--- src/rtl/btn_fltr_multi.sv ---
// Multi-channel push-button conditioner: 2-FF synchroniser, CE-ticked debounce,
// and registered press / release / auto-repeat event pulses per channel.
module btn_fltr_multi #(
    parameter int N          = 4,
    parameter int DB_TICKS   = 16,
    parameter bit ACTIVE_LOW = 1'b0,
    parameter bit REP_EN     = 1'b1,
    parameter int REP_DLY    = 500,
    parameter int REP_PER    = 100
) (
    input  logic         CLK,
    input  logic         RST_N,
    input  logic         CE,
    input  logic [N-1:0] BTN_I,
    output logic [N-1:0] BTN_O,
    output logic [N-1:0] BTN_PRESS,
    output logic [N-1:0] BTN_REL,
    output logic [N-1:0] BTN_REP,
    output logic         BTN_ANY
);

    localparam int DW   = (DB_TICKS > 1) ? $clog2(DB_TICKS) : 1;
    localparam int HMAX = (REP_DLY > REP_PER) ? REP_DLY : REP_PER;
    localparam int HW   = (HMAX > 1) ? $clog2(HMAX) : 1;

    localparam logic [DW-1:0] DB_LAST = DW'(DB_TICKS - 1);

    logic [N-1:0]  s1;
    logic [N-1:0]  s2;
    logic [DW-1:0] dcnt [N];
    logic [N-1:0]  accept;

    // accept: the filtered level flips on this edge (press or release)
    always_comb begin
        accept = '0;
        for (int i = 0; i < N; i++) begin
            accept[i] = CE && (s2[i] != BTN_O[i]) && (dcnt[i] == DB_LAST);
        end
    end

    always_ff @(posedge CLK or negedge RST_N) begin
        if (!RST_N) begin
            s1        <= '0;
            s2        <= '0;
            BTN_O     <= '0;
            BTN_PRESS <= '0;
            BTN_REL   <= '0;
            BTN_ANY   <= 1'b0;
            for (int i = 0; i < N; i++) begin
                dcnt[i] <= '0;
            end
        end else begin
            s1      <= BTN_I ^ {N{ACTIVE_LOW}};
            s2      <= s1;
            BTN_ANY <= |BTN_PRESS;
            for (int i = 0; i < N; i++) begin
                BTN_PRESS[i] <= 1'b0;
                BTN_REL[i]   <= 1'b0;
                if (s2[i] == BTN_O[i]) begin
                    dcnt[i] <= '0;
                end else if (accept[i]) begin
                    BTN_O[i]     <= s2[i];
                    BTN_PRESS[i] <= s2[i];
                    BTN_REL[i]   <= ~s2[i];
                    dcnt[i]      <= '0;
                end else if (CE) begin
                    dcnt[i] <= dcnt[i] + 1'b1;
                end
            end
        end
    end

    generate
        if (REP_EN) begin : g_rep
            localparam logic [HW-1:0] DLY_LAST = HW'(REP_DLY - 1);
            localparam logic [HW-1:0] PER_LAST = HW'(REP_PER - 1);

            logic [HW-1:0] hcnt [N];
            logic [N-1:0]  ph;

            // accept also covers release while held, which must not emit a repeat
            always_ff @(posedge CLK or negedge RST_N) begin
                if (!RST_N) begin
                    ph      <= '0;
                    BTN_REP <= '0;
                    for (int i = 0; i < N; i++) begin
                        hcnt[i] <= '0;
                    end
                end else begin
                    for (int i = 0; i < N; i++) begin
                        BTN_REP[i] <= 1'b0;
                        if (accept[i] || !BTN_O[i]) begin
                            hcnt[i] <= '0;
                            ph[i]   <= 1'b0;
                        end else if (CE) begin
                            if (!ph[i] && (hcnt[i] == DLY_LAST)) begin
                                BTN_REP[i] <= 1'b1;
                                hcnt[i]    <= '0;
                                ph[i]      <= 1'b1;
                            end else if (ph[i] && (hcnt[i] == PER_LAST)) begin
                                BTN_REP[i] <= 1'b1;
                                hcnt[i]    <= '0;
                            end else begin
                                hcnt[i] <= hcnt[i] + 1'b1;
                            end
                        end
                    end
                end
            end
        end else begin : g_no_rep
            assign BTN_REP = '0;
        end
    endgenerate

endmodule

--- config.mk ---
export PLATFORM = sky130hd
export DESIGN_NAME = btn_fltr_multi
export DESIGN_NICKNAME = d
export VERILOG_FILES = /design/src/rtl/btn_fltr_multi.sv
export SDC_FILE = /design/constraint.sdc
export NUM_CORES = 1
export LEC_CHECK = 0
export CORE_MARGIN = 10
export CORE_UTILIZATION = 53
export DETAILED_ROUTE_END_ITERATION = 10
export GPL_ROUTABILITY_DRIVEN = 0
export PLACE_DENSITY_LB_ADDON = 0.05
export SLEW_MARGIN = 30
export SYNTH_ARGS = -nofsm -noshare
export SYNTH_HDL_FRONTEND = slang
export SYNTH_SLANG_ARGS = --single-unit
--- constraint.sdc ---
create_clock -name CLK -period 1.9 [get_ports CLK]
set_clock_uncertainty 0.1 [all_clocks]
set_input_delay 0.285 -clock CLK [delete_from_list [all_inputs] [get_ports CLK]]
set_output_delay 0.285 -clock CLK [all_outputs]
set_load 0.005 [all_outputs]
==> reports/metrics.cfg <==
[final_layout]
diodes=0
final_common_cell=dfrtp_1
fin_util=0.6752
final_cell_mix=dfrtp_1, nand2_1, nor2_1, buf_4
fin_nets=455
layout-drive-gt1-share=0.1303
area_growth_pct=21.24

[place]
dp_hpwl_um=5630
portBuffers=23

[timing]
relSlewSlack=0.7142
setup_slack_ns=-0.02474
finalHoldViolCount=0
worst_slew_pin_slew_ns=0.4256
fmax_mhz=519.6
slew_viol_final=0
rsz0062_at_grt=true
min_period_over_period=1.013
setup_tns_ns=-0.04004
setup_viol=3
fin_crit_ns=1.925

[detailed_routing]
drt_first_pass_iters=4
detail_route.wl_per_cell_um=14.70
ant_nets=0
drc=0
routed_wl_um=7951
first_iter_violations=80
vias=3068
viasPerCell=5.671

[clock_network]
clk_latency_ns=0.35
root_buffer=clkbuf_8
clock_sinks=81
cts_setup_buffers=0
h-tree-depth=3
cts_tree=done
path_clk_slew_ns=0.09
cts_made_buffers=9
max-clock-path-buffers=2

[critical_path]
crit_path_max_incr_delay_ns=0.53
crit_fanout=8
worstPathCellList=or4b_1, a2111o_1, a32o_1
critPathSlowestCell=or4b_1
critPathTopFamily=compound AO/OA/AOI/OAI gates
startpoint_type=flip-flop
critPathCaptureType=flip-flop
path_class=flip-flop to flip-flop
r2r_slack_ns=-0.02
crit_required_ns=2.04
critical_path_arrival_ns=2.06
r2r-start=g_rep.hcnt[4]
startpoint=g_rep.hcnt[4]
critPathBufInv=0

[global_route]
grt_max_degree=32
grt_pass1_wl_um=13850
antenna_found_initial=0
track_usage=0.1473
first_global_vias=2970
grt_overflow=0

[synthesis]
synth_top_area_cell=dfrtp_1
yosys.area_share.simple=0.2450
synth_xor_area_frac=0.04782
synth_nets=398
synth.area.mux_share=0.01334
avgSynthCellArea_um2=10.04
ys.flop_type=dfrtp_1
synth_fa_ha_area_frac=0.02602
synth_top_family_by_area=simple AND/OR/NAND/NOR gates
yosysSeqAreaShare=0.5270
synth.distinct_cells=47
synth_compound_area_frac=0.1178
synth_top_area_share=0.5270
ys_warn_count=0
synth_seq_cells=81
synth_area_um2=3846
synthCells=383
yosys-top-cells-area=dfrtp_1, nand2_1, nor2_1, nand3_1, ha_1
synth_edf_count=0
synth-async-reset-ratio=1.000

[floorplan]
row_count=30
dieArea_um2=11060
core_area_um2=6907
die_h_um=105.2
die_w_um=105.2
ios=24
initial_utilization=0.5569

[power]
finalPower_w=0.003240
irDropWorstVdd_mv=0.5013
leakagePower_nw=1.977
power_density_nw_per_um2=694.8

[min_path]
hp-class=input port to async pin

[outcome]
violations=negative setup slack
status=complete, but fails checks

[run]
drv_cap=0

## through the flow
stage | worst slack, ns | hold slack, ns | area, µm² | std cells
after floorplan | -0.007919 | -0.1106 | 3846 | 383
after CTS | -0.0003137 | 0.2533 | 4633 | 541
after global placement | -0.02052 | 0.09329 | 4400 | 523
after detailed placement | -0.05226 | 0.09317 | 4400 | 523
final | -0.02474 | 0.2536 | 4663 | 541
after global routing | -0.08773 | 0.2618 | 4663 | 541
## final cells by class
type,instances,area (µm²)
Inverter,8,30.03
Sequential cell,81,2027
Clock buffer,11,131.4
Fill cell,572,2243
Clock inverter,5,80.08
Timing Repair Buffer,56,503.0
Multi-Input combinational cell,284,1772
Tap cell,96,120.1
## sequential cells by signal (all words and copies together) (netlist names)
signal and cells:
g_rep.hcnt 36, dcnt 16, BTN_O 4, BTN_PRESS 4, BTN_REL 4, BTN_REP 4
g_rep.ph 4, s1 4, s2 4, BTN_ANY 1
## where the power goes
part	switching (W)	internal, W
Clock	0.000609	0.000739
Sequential	0.0000224	0.00174
Combinational	0.0000738	0.0000521
## worst paths after layout
kind,end,cells after the start
setup / recovery,g_rep.hcnt[1],3
hold / removal,g_rep.hcnt[34],2
setup reg to reg,g_rep.hcnt[1],3
hold reg to reg,s2[0],0
max in group asynchronous,BTN_O[2],3
min in group CLK,s2[0],0
## cells in the mapped netlist (all sizes together), types with 8 or more instances
library cell   n
a21oi         15
a31oi          8
dfrtp         81
ha             8
inv            8
nand2         49
nand3         22
nand4         14
nor2          40
o21ai         12
xnor2         10
xor2          11
## timing repair
item	CTS	global route
hold buffers	1	0
gates resized for setup	0	8
pin swaps	1	5
cloned	1	0
setup endpoints to repair	6	21
hold endpoints to repair	19	0
## worst reg2reg max path: stages (launching register included)
cell and delay (ns):
dfrtp_1 0.38, or4b_1 0.53, a2111o_1 0.51, a32o_1 0.30
## kinds of logic (layout without fill, tap and decap cells)
| family | after synthesis | after routing |
|---|---|---|
| flops | 81 | 81 |
| compound gates | 66 | 67 |
| mux | 5 | 5 |
| simple gates | 183 | 183 |
| buf+inv | 19 | 80 |
| fa+ha+maj | 8 | 8 |
| xor+xnor | 21 | 21 |
## layer usage
| metal | part of all wire | vias up | global-route usage |
|---|---|---|---|
| met1 | 0.49 | 1490 | 0.1994 |
| li1 | - | 1512 | - |
| met3 | 0.035 | 17 | 0.02948 |
| met4 | 0.024 | 0 | 0.07255 |
| met5 | 0 | - | 0 |
| met2 | 0.46 | 49 | 0.2188 |
(Power assumes the default switching activity.)
